===== src/rtl/mem_wb.sv =====
// rtl/mem_wb.sv - memory-access stage and MEM/WB pipeline register
//
// Purpose:
//   Consumer end of the EX/MEM register. Non-memory instructions pass
//   straight into MEM/WB in one cycle. LW/SW launch a request on a
//   variable-latency req/ack data-memory port and hold the upstream
//   pipeline (stall) until the responder acknowledges or the wait counter
//   expires. MEM/WB carries load data, ALU result, instruction, PC and the
//   decoded write-back controls for the WB stage.
//
// Ports:
//   clk, reset            clock; synchronous active-high reset
//   in_valid              EX/MEM holds a valid instruction
//   alureg_input          ALU result / memory address
//   ir_input, pc_input    instruction and PC
//   store_data_input      SW write data
//   dmem_write_enable     store control from EX/MEM
//   stall                 combinational; upstream holds while high
//   dmem_req, dmem_we     registered request and write strobe
//   dmem_addr, dmem_wdata registered address and store data
//   dmem_ack, dmem_rdata  responder completion and load data
//   wb_valid              MEM/WB holds a valid instruction
//   lmd_output            load data (0 for non-loads)
//   alureg_output         ALU result / address
//   ir_output, pc_output  instruction and PC
//   reg_write_enable      WB writes the register file
//   wb_sel                0 = ALU result, 1 = load data
//   wb_dest               destination register
//   mem_fault             sticky: an access timed out
module mem_wb #(
  parameter int ACK_TIMEOUT = 16
) (
  input  logic        clk,
  input  logic        reset,
  input  logic        in_valid,
  input  logic [31:0] alureg_input,
  input  logic [31:0] ir_input,
  input  logic [31:0] pc_input,
  input  logic [31:0] store_data_input,
  input  logic        dmem_write_enable,
  output logic        stall,
  output logic        dmem_req,
  output logic        dmem_we,
  output logic [31:0] dmem_addr,
  output logic [31:0] dmem_wdata,
  input  logic        dmem_ack,
  input  logic [31:0] dmem_rdata,
  output logic        wb_valid,
  output logic [31:0] lmd_output,
  output logic [31:0] alureg_output,
  output logic [31:0] ir_output,
  output logic [31:0] pc_output,
  output logic        reg_write_enable,
  output logic        wb_sel,
  output logic [4:0]  wb_dest,
  output logic        mem_fault
);

  // Only the opcodes that change behaviour here are named; BNE, J and any
  // unknown opcode all decode to "no write-back".
  localparam logic [5:0] OP_OPERATION = 6'b000000;
  localparam logic [5:0] OP_LW        = 6'b100011;
  localparam logic [5:0] OP_SW        = 6'b101011;

  // The counter only ever holds 0 .. ACK_TIMEOUT-1.
  localparam int CNT_W = (ACK_TIMEOUT > 1) ? $clog2(ACK_TIMEOUT) : 1;
  localparam logic [CNT_W-1:0] CNT_LAST = CNT_W'(ACK_TIMEOUT - 1);

  typedef enum logic {
    S_IDLE = 1'b0,
    S_WAIT = 1'b1
  } state_t;

  state_t             r_state;
  state_t             w_state_next;
  logic [CNT_W-1:0]   r_cnt;
  logic [31:0]        r_ir;
  logic [31:0]        r_pc;

  logic               w_stall;
  logic               w_ack_done;
  logic               w_timeout;
  logic               w_in_mem;
  logic               w_cap_lw;
  logic [6:0]         w_in_dec;
  logic [6:0]         w_cap_dec;

  // Returns {write, sel, dest}. A zero destination never writes, so
  // writes to r0 are squashed here rather than in the register file.
  function automatic logic [6:0] decode_wb(input logic [31:0] ir);
    logic       wr;
    logic       sel;
    logic [4:0] dest;
    wr   = 1'b0;
    sel  = 1'b0;
    dest = 5'd0;
    case (ir[31:26])
      OP_OPERATION: begin
        wr   = 1'b1;
        dest = ir[15:11];
      end
      OP_LW: begin
        wr   = 1'b1;
        sel  = 1'b1;
        dest = ir[20:16];
      end
      default: begin
        wr   = 1'b0;
      end
    endcase
    if (dest == 5'd0) begin
      wr = 1'b0;
    end
    return {wr, sel, dest};
  endfunction

  assign w_in_mem  = (ir_input[31:26] == OP_LW) || (ir_input[31:26] == OP_SW);
  assign w_cap_lw  = (r_ir[31:26] == OP_LW);
  assign w_in_dec  = decode_wb(ir_input);
  assign w_cap_dec = decode_wb(r_ir);

  always_ff @(posedge clk) begin
    if (reset) begin
      r_state <= S_IDLE;
    end else begin
      r_state <= w_state_next;
    end
  end

  // Stall drops in the completing cycle (ack or timeout) so that upstream
  // advances on the same edge that loads MEM/WB.
  always_comb begin
    w_state_next = r_state;
    w_stall      = 1'b0;
    w_ack_done   = 1'b0;
    w_timeout    = 1'b0;
    case (r_state)
      S_IDLE: begin
        if (in_valid && w_in_mem) begin
          w_stall      = 1'b1;
          w_state_next = S_WAIT;
        end
      end
      S_WAIT: begin
        // Ack wins over a timeout expiring in the same cycle.
        if (dmem_ack) begin
          w_ack_done   = 1'b1;
          w_state_next = S_IDLE;
        end else if (r_cnt == CNT_LAST) begin
          w_timeout    = 1'b1;
          w_state_next = S_IDLE;
        end else begin
          w_stall      = 1'b1;
        end
      end
      default: begin
        w_state_next = S_IDLE;
      end
    endcase
    if (reset) begin
      w_state_next = S_IDLE;
      w_stall      = 1'b0;
      w_ack_done   = 1'b0;
      w_timeout    = 1'b0;
    end
  end

  assign stall = w_stall;

  always_ff @(posedge clk) begin
    if (reset) begin
      r_cnt            <= '0;
      r_ir             <= 32'd0;
      r_pc             <= 32'd0;
      dmem_req         <= 1'b0;
      dmem_we          <= 1'b0;
      dmem_addr        <= 32'd0;
      dmem_wdata       <= 32'd0;
      wb_valid         <= 1'b0;
      lmd_output       <= 32'd0;
      alureg_output    <= 32'd0;
      ir_output        <= 32'd0;
      pc_output        <= 32'd0;
      reg_write_enable <= 1'b0;
      wb_sel           <= 1'b0;
      wb_dest          <= 5'd0;
      mem_fault        <= 1'b0;
    end else begin
      case (r_state)
        S_IDLE: begin
          r_cnt <= '0;
          if (!in_valid) begin
            wb_valid         <= 1'b0;
            lmd_output       <= 32'd0;
            alureg_output    <= 32'd0;
            ir_output        <= 32'd0;
            pc_output        <= 32'd0;
            reg_write_enable <= 1'b0;
            wb_sel           <= 1'b0;
            wb_dest          <= 5'd0;
          end else if (w_in_mem) begin
            // Launch the access; MEM/WB keeps its contents but is
            // marked invalid until the access completes.
            dmem_req   <= 1'b1;
            dmem_we    <= dmem_write_enable;
            dmem_addr  <= alureg_input;
            dmem_wdata <= store_data_input;
            r_ir       <= ir_input;
            r_pc       <= pc_input;
            wb_valid   <= 1'b0;
          end else begin
            wb_valid         <= 1'b1;
            lmd_output       <= 32'd0;
            alureg_output    <= alureg_input;
            ir_output        <= ir_input;
            pc_output        <= pc_input;
            reg_write_enable <= w_in_dec[6];
            wb_sel           <= w_in_dec[5];
            wb_dest          <= w_in_dec[4:0];
          end
        end
        S_WAIT: begin
          if (w_ack_done || w_timeout) begin
            dmem_req         <= 1'b0;
            dmem_we          <= 1'b0;
            wb_valid         <= 1'b1;
            alureg_output    <= dmem_addr;
            ir_output        <= r_ir;
            pc_output        <= r_pc;
            wb_sel           <= w_cap_dec[5];
            wb_dest          <= w_cap_dec[4:0];
            if (w_ack_done) begin
              lmd_output       <= w_cap_lw ? dmem_rdata : 32'd0;
              reg_write_enable <= w_cap_dec[6];
            end else begin
              // Aborted access: retire the instruction without a write.
              lmd_output       <= 32'd0;
              reg_write_enable <= 1'b0;
              mem_fault        <= 1'b1;
            end
          end else begin
            r_cnt <= r_cnt + 1'b1;
          end
        end
        default: begin
          r_cnt <= '0;
        end
      endcase
    end
  end

endmodule

===== config.mk =====
export PLATFORM = sky130hd
export DESIGN_NAME = mem_wb
export DESIGN_NICKNAME = d
export VERILOG_FILES = /design/src/rtl/mem_wb.sv
export SDC_FILE = /design/constraint.sdc
export NUM_CORES = 1
export LEC_CHECK = 0
export ABC_CLOCK_PERIOD_IN_PS = 5720
export CORE_MARGIN = 2
export CORE_UTILIZATION = 49
export DETAILED_ROUTE_END_ITERATION = 12
export HOLD_SLACK_MARGIN = 0.08
export PLACE_DENSITY = 0.85
export SYNTH_ARGS = -nofsm -noshare
export SYNTH_HDL_FRONTEND = slang
export SYNTH_SLANG_ARGS = --single-unit

===== constraint.sdc =====
create_clock -name clk -period 5.72 [get_ports clk]
set_input_delay 0.572 -clock clk [delete_from_list [all_inputs] [get_ports clk]]
set_output_delay 0.572 -clock clk [all_outputs]
set_load 0.05 [all_outputs]

Yosys cells after proc, flatten, opt, wreduce, memory -nomap -nowiden
Index checks and enable logic that the tools add are counted.
{"block": "op_classes", "add_sub_neg": 1, "bitwise_logic": 2, "n_mux": 64, "n_eq_ne": 9, "reduce_logical": 13}
{"op": "32-bit 2-to-1 mux", "count": 14}
{"op": "32-bit one-hot mux with 2 select lines", "count": 4}
{"op": "1-bit 2-to-1 mux", "count": 32}
{"op": "5-bit one-hot mux with 2 select lines", "count": 3}
{"op": "6-bit equality test (second input constant)", "count": 3}
{"op": "5-bit 2-to-1 mux", "count": 3}
{"op": "6-bit zero test", "count": 2}
{"op": "1-bit one-hot mux with 2 select lines", "count": 6}
{"op": "5-bit zero test", "count": 2}
{"op": "3-bit AND reduction", "count": 3}
{"op": "4-bit one-hot mux with 2 select lines", "count": 1}
{"op": "2-bit != test (second input constant)", "count": 3}
{"op": "4-bit by 1-bit adder with 4-bit output (second input constant)", "count": 1}
{"op": "4-bit equality test (second input constant)", "count": 1}
{"op": "4-bit 2-to-1 mux", "count": 1}
{"op": "2-bit OR reduction", "count": 2}
{"op": "3-bit != test (second input constant)", "count": 1}
{"op": "1-bit logical OR", "count": 2}
{"op": "2-bit by 1-bit != test with 1-bit output (second input constant)", "count": 1}
{"op": "1-bit inverter", "count": 2}
{"op": "2-bit AND reduction", "count": 1}
{"op": "1-bit logical AND", "count": 1}
{"block": "totals", "regBits": 272, "wordCells": 106}

Longest topological paths before layout
{"block": "logic_depth", "depth_word": 8, "depth_mapped": 8, "mapped_depth_nobuf": 6}

Worst setup path after synthesis
Ideal clock, no wire load.
{"block": "synth_timing", "path_type": "input to output", "from": "input in_valid", "to": "output stall", "path_stages": 7, "arrival_ns": 2.137, "path_slack_ns": 3.011, "required_ns": 5.148, "cell_sequence": "buf_2 nor2b_1 and3_1 clkbuf_1 a21oi_2 buf_2 nor2_1"}
{"block": "synth_via", "elab_chain_len": 4}
{"item": "start: declaration", "line_no": "35", "source": "input logic in_valid,"}
{"item": "1-bit logical AND", "line_no": "139", "source": "if (in_valid && w_in_mem) begin"}
{"item": "1-bit 2-to-1 mux", "line_no": "139"}
{"item": "1-bit one-hot mux with 2 select lines", "line_no": "137", "source": "case (r_state)"}
{"item": "1-bit 2-to-1 mux", "line_no": "160", "source": "if (reset) begin"}
{"item": "end: declaration", "line_no": "41", "source": "output logic stall,"}
No other way between the ends.

Final worst setup path
{"block": "layout_timing", "from": "input ir_input[27]", "to": "output stall"}
{"block": "layout_via", "elab_chain_len": 6}
{"item": "start: declaration", "line_no": "37", "source": "input logic [31:0] ir_input,"}
{"item": "6-bit equality test", "line_no": "117", "source": "assign w_in_mem = (ir_input[31:26] == OP_LW) || (ir_input[31:26] == OP_SW);"}
{"item": "1-bit logical OR (*)", "line_no": "117"}
{"item": "1-bit logical AND (*)", "line_no": "139"}
{"item": "1-bit 2-to-1 mux (*)", "line_no": "139"}
{"item": "1-bit one-hot mux with 2 select lines (*)", "line_no": "137"}
{"item": "1-bit 2-to-1 mux (*)", "line_no": "160"}
Every way passes the cells marked *; elsewhere a longest branch is shown, timed or not.

==> metrics.md <==
| Metric | Value |
|---|---|
| Worst hold path stage count | `2` |
| Post-Place Worst Slack | `about 1.8 ns` |
| Total power draw | `4.41 mW` |
| Net Count, Synth | `1554` |
| Worst Path Max Fanout | `65` |
| Via count | `~11000` |
| Crit-path most repeated cell | `clkdlybuf4s50_1` |
| NumNets Final | `1837` |
| Tmin final | `3.88 ns` |
| Share of layout cells above drive strength 1 | `5.43%` |
| RR Endpoint | `pc_output[18]$_SDFFE_PP0P_` |
| RSZ-0062 raised after global routing | `false` |
| Maximum clock skew at final layout | `0.0182 ns` |
| Die Wd | `153 um` |
| Async S/R FF share, synth | `0%` |
| Initial cell density of the core | `49.9%` |
| Tcrit/Tclk final | `about two thirds` |
| Max IR drop VDD | `0.250 mV` |
| Status | `finished clean` |
| Crit path largest cell delay | `0.83 ns` |
| Clock Latency Late Sink | `between 0.5 and 0.6 ns` |
| Power Density | `between 200 and 300 nW/um^2` |
| Port Buffers | `368` |
| Antenna violations before repair | `1` |
| Via/cell ratio | `5.58` |
| Clock share of power | `43.7%` |
| Critical Path End Type | `output pin` |
| Worst Hold Class | `flip-flop to flip-flop` |
| Vias in the first global route | `between 10000 and 15000` |
| Post-route ant nets | `0` |
| Fillers | `1696` |
| Die area | `23500 um^2` |
| Synth Warn # | `0` |
| Top FF cell, synth | `dfxtp_1` |
| CTS resizes | `0` |
| Critical Path AT | `roughly 3.3 ns` |
| Max-slew violations | `0` |
| F_max | `258 MHz` |
| Slowest-stage cell, CP | `clkdlybuf4s50_1` |
| Average cell area after synthesis | `7.87 um^2` |
| CTS Sinks | `272` |
| Register area | `5450 um^2` |
| Adder and majority gate portion of the synthesized area | `0.114%` |
| CP startpoint kind | `input pin` |
| Endpoints failing hold | `0` |
| Layout Area Growth over Synthesis | `41.8%` |
| Sequential area share after synthesis | `about half` |
| Critical-path cell list | `clkdlybuf4s50_1 > and3_1 > and3_4 > a21oi_4 > nor2_1 > clkdlybuf4s50_1` |
| Main combinational cell family by area after synthesis | `simple AND/OR/NAND/NOR gates` |
| Xor and xnor area share after synthesis | `less than 1%` |
| CTS tree | `done` |
| FP Rows | `54` |
| Flop pwr share | `44.6%` |
| Drt wl/cell | `18.0 um` |
| DRT Pass-1 Iters | `8` |
| Worst Hold Slack | `around 0.45 ns` |
| H-Tree Level Count | `1` |
| Simple-Gate Fraction of Synth Area | `27.0%` |
| Grt ovf | `0` |
| FF-to-FF path depth | `6` |
| Max-Cap Viols | `0` |
| Post-DP HPWL | `22200 um` |
| Crit Path Class | `input pin to output pin` |
| Hold_sp | `r_pc[9]$_SDFFE_PP0P_` |
| Worst Slack Setup Final | `1.84 ns` |
| Most frequent cells in the layout | `366 x clkdlybuf4s50_1, 316 x nand2_1, 271 x dfxtp_1, 154 x a21oi_1, 151 x nor2_1` |
| Number of flops mapped to enable cells by yosys | `0` |
| Largest net degree at the start of global routing | `114` |
| Psw | `1.09 mW` |
| DRC viols | `0` |
| # diodes | `0` |
| DRT iter0 DRCs | `809` |
| Postcts setup bufs | `0` |
| Post-Syn Area | `10900 um^2` |
| CP required | `5.15 ns` |
| Total CTS buffers | `29` |
| Hold-fix buffers, CTS | `0` |
| Max clock buf depth | `3` |
| Root Driver | `clkbuf_16` |
| Switching Fraction | `24.8%` |
| Final WL | `35400 um` |
| Core area | `around 22000 um^2` |
| I/O pin count | `between 300 and 400` |
| Placer congestion estimate | `between 0.8 and 0.9` |
| Die Y | `153 um` |
| First-pass GRT wire length | `about 56000 um` |
| Synth Area in Compound Gates | `17.4%` |
| Post-synthesis cell type count | `39` |
| Gate Count Post-Synth | `1388` |
| Slew margin rel. | `27.7%` |
| Post-synthesis mux area share | `less than 1%` |
| Final Setup Violations | `0` |
| Leakage | `5.76 nW` |
| Multi-input logic area | `between 4000 and 5000 um^2` |
| Clock slew at reported path FFs | `~0.060 ns` |
| Slew @ Worst Pin | `roughly 1.1 ns` |
| GRT Total Usage | `28.7%` |
| Commonest non-fill, non-tap cell in the layout | `clkdlybuf4s50_1` |
| #FFs+latches synth | `272` |
| Setup TNS | `0 ns` |
| Hold EP | `r_pc[9]$_SDFFE_PP0P_` |
| Pint | `3.31 mW` |
| R2r setup slk | `2.16 ns` |
| Combinational Power Share | `11.7%` |
| Crit Reg-Reg Startpoint | `r_state$_DFF_P_` |
## area by class of cell
class | count | share of cell area [%]
Timing Repair Buffer | 378 | 24.3
Multi-Input combinational cell | 987 | 31.7
Sequential cell | 272 | 35.2
Tap cell | 280 | 2.26
Clock buffer | 42 | 5.45
Inverter | 3 | 0.0727
Clock inverter | 12 | 1.00
## worst max-delay path: cells and delay by family
family	cells	cell delay [ns]
buf+inv	2	1.33
simple gates	3	1.37
compound gates	1	0.03
## cells in the mapped netlist (2+ instances only)
library cell | instances | area (um^2)
a211oi_1 | 71 | 533
a21oi_1 | 154 | 771
a21oi_2 | 11 | 96.3
a311oi_1 | 2 | 17.5
a32o_1 | 5 | 50.1
and3_1 | 67 | 419
and4_1 | 2 | 17.5
buf_1 | 3 | 11.3
buf_2 | 33 | 165
buf_4 | 8 | 60.1
buf_6 | 5 | 56.3
clkbuf_1 | 77 | 289
dfxtp_1 | 272 | 5450
inv_1 | 3 | 11.3
nand2_1 | 316 | 1190
nand3_1 | 13 | 65.1
nor2_1 | 151 | 567
nor2b_1 | 2 | 12.5
nor3_1 | 97 | 485
nor3_2 | 10 | 100
nor3b_1 | 2 | 15.0
o21ai_0 | 35 | 175
o22ai_1 | 32 | 200
or4_1 | 2 | 15.0
## flip-flops by register name, summed over array words and instances (netlist names), 4 cells and up
| name | count |
|---|---|
| pc_output | 32 |
| alureg_output | 32 |
| lmd_output | 32 |
| ir_output | 32 |
| dmem_wdata | 32 |
| wb_dest | 5 |
| dmem_addr | 32 |
| r_ir | 32 |
| r_cnt | 4 |
| r_pc | 32 |
## worst max path at each step
stage | start | endpoint | slack [ns]
2_1_floorplan | in_valid | stall | 3.01
3_3_place_gp | ir_input[26] | stall | 1.89
3_5_place_dp | ir_input[27] | stall | 1.85
4_1_cts | r_state$_DFF_P_ | stall | 1.81
5_1_grt | r_state$_DFF_P_ | stall | 1.69
6_report | ir_input[27] | stall | 1.84
## power by group through the flow
stage	Clock (mW)	Sequential, mW	Combinational [mW]
2_1_floorplan	0	2.14	0.137
3_3_place_gp	0	2.00	0.506
3_5_place_dp	0	2.00	0.511
4_1_cts	1.96	1.96	0.515
5_1_grt	2.03	1.97	0.547
6_report	1.93	1.96	0.516
## kinds of logic (layout without fill, tap and decap cells)
| group | count (synthesis) | count (layout) |
|---|---|---|
| AOI/OAI and AO/OA | 316 | 316 |
| xor gates and xnor gates | 1 | 1 |
| adders and majority gates | 1 | 1 |
| buffers and inverters | 129 | 435 |
| DFF | 272 | 272 |
| muxes | 1 | 1 |
| and+or+nand+nor | 668 | 668 |
## layer usage
layer / GRT usage (%) / up-vias / share of wire [%]
met4: 7.86 / 2 / 2.8
li1: - / 5315 / -
met3: 8.70 / 73 / 9.7
met2: 48.6 / 468 / 48
met5: 0 / - / 0.037
met1: 35.5 / 5164 / 40
## per-stage QoR
stage               utilization (%)  std cells  area (um^2)
global placement               66.2       1920        14500
finish                         70.8       1974        15500
detailed placement             66.2       1920        14500
floorplan                         -       1388        10900
global route                   70.8       1974        15500
CTS                            70.8       1974        15500
No activity file was read; power rests on OpenSTA's default activity.
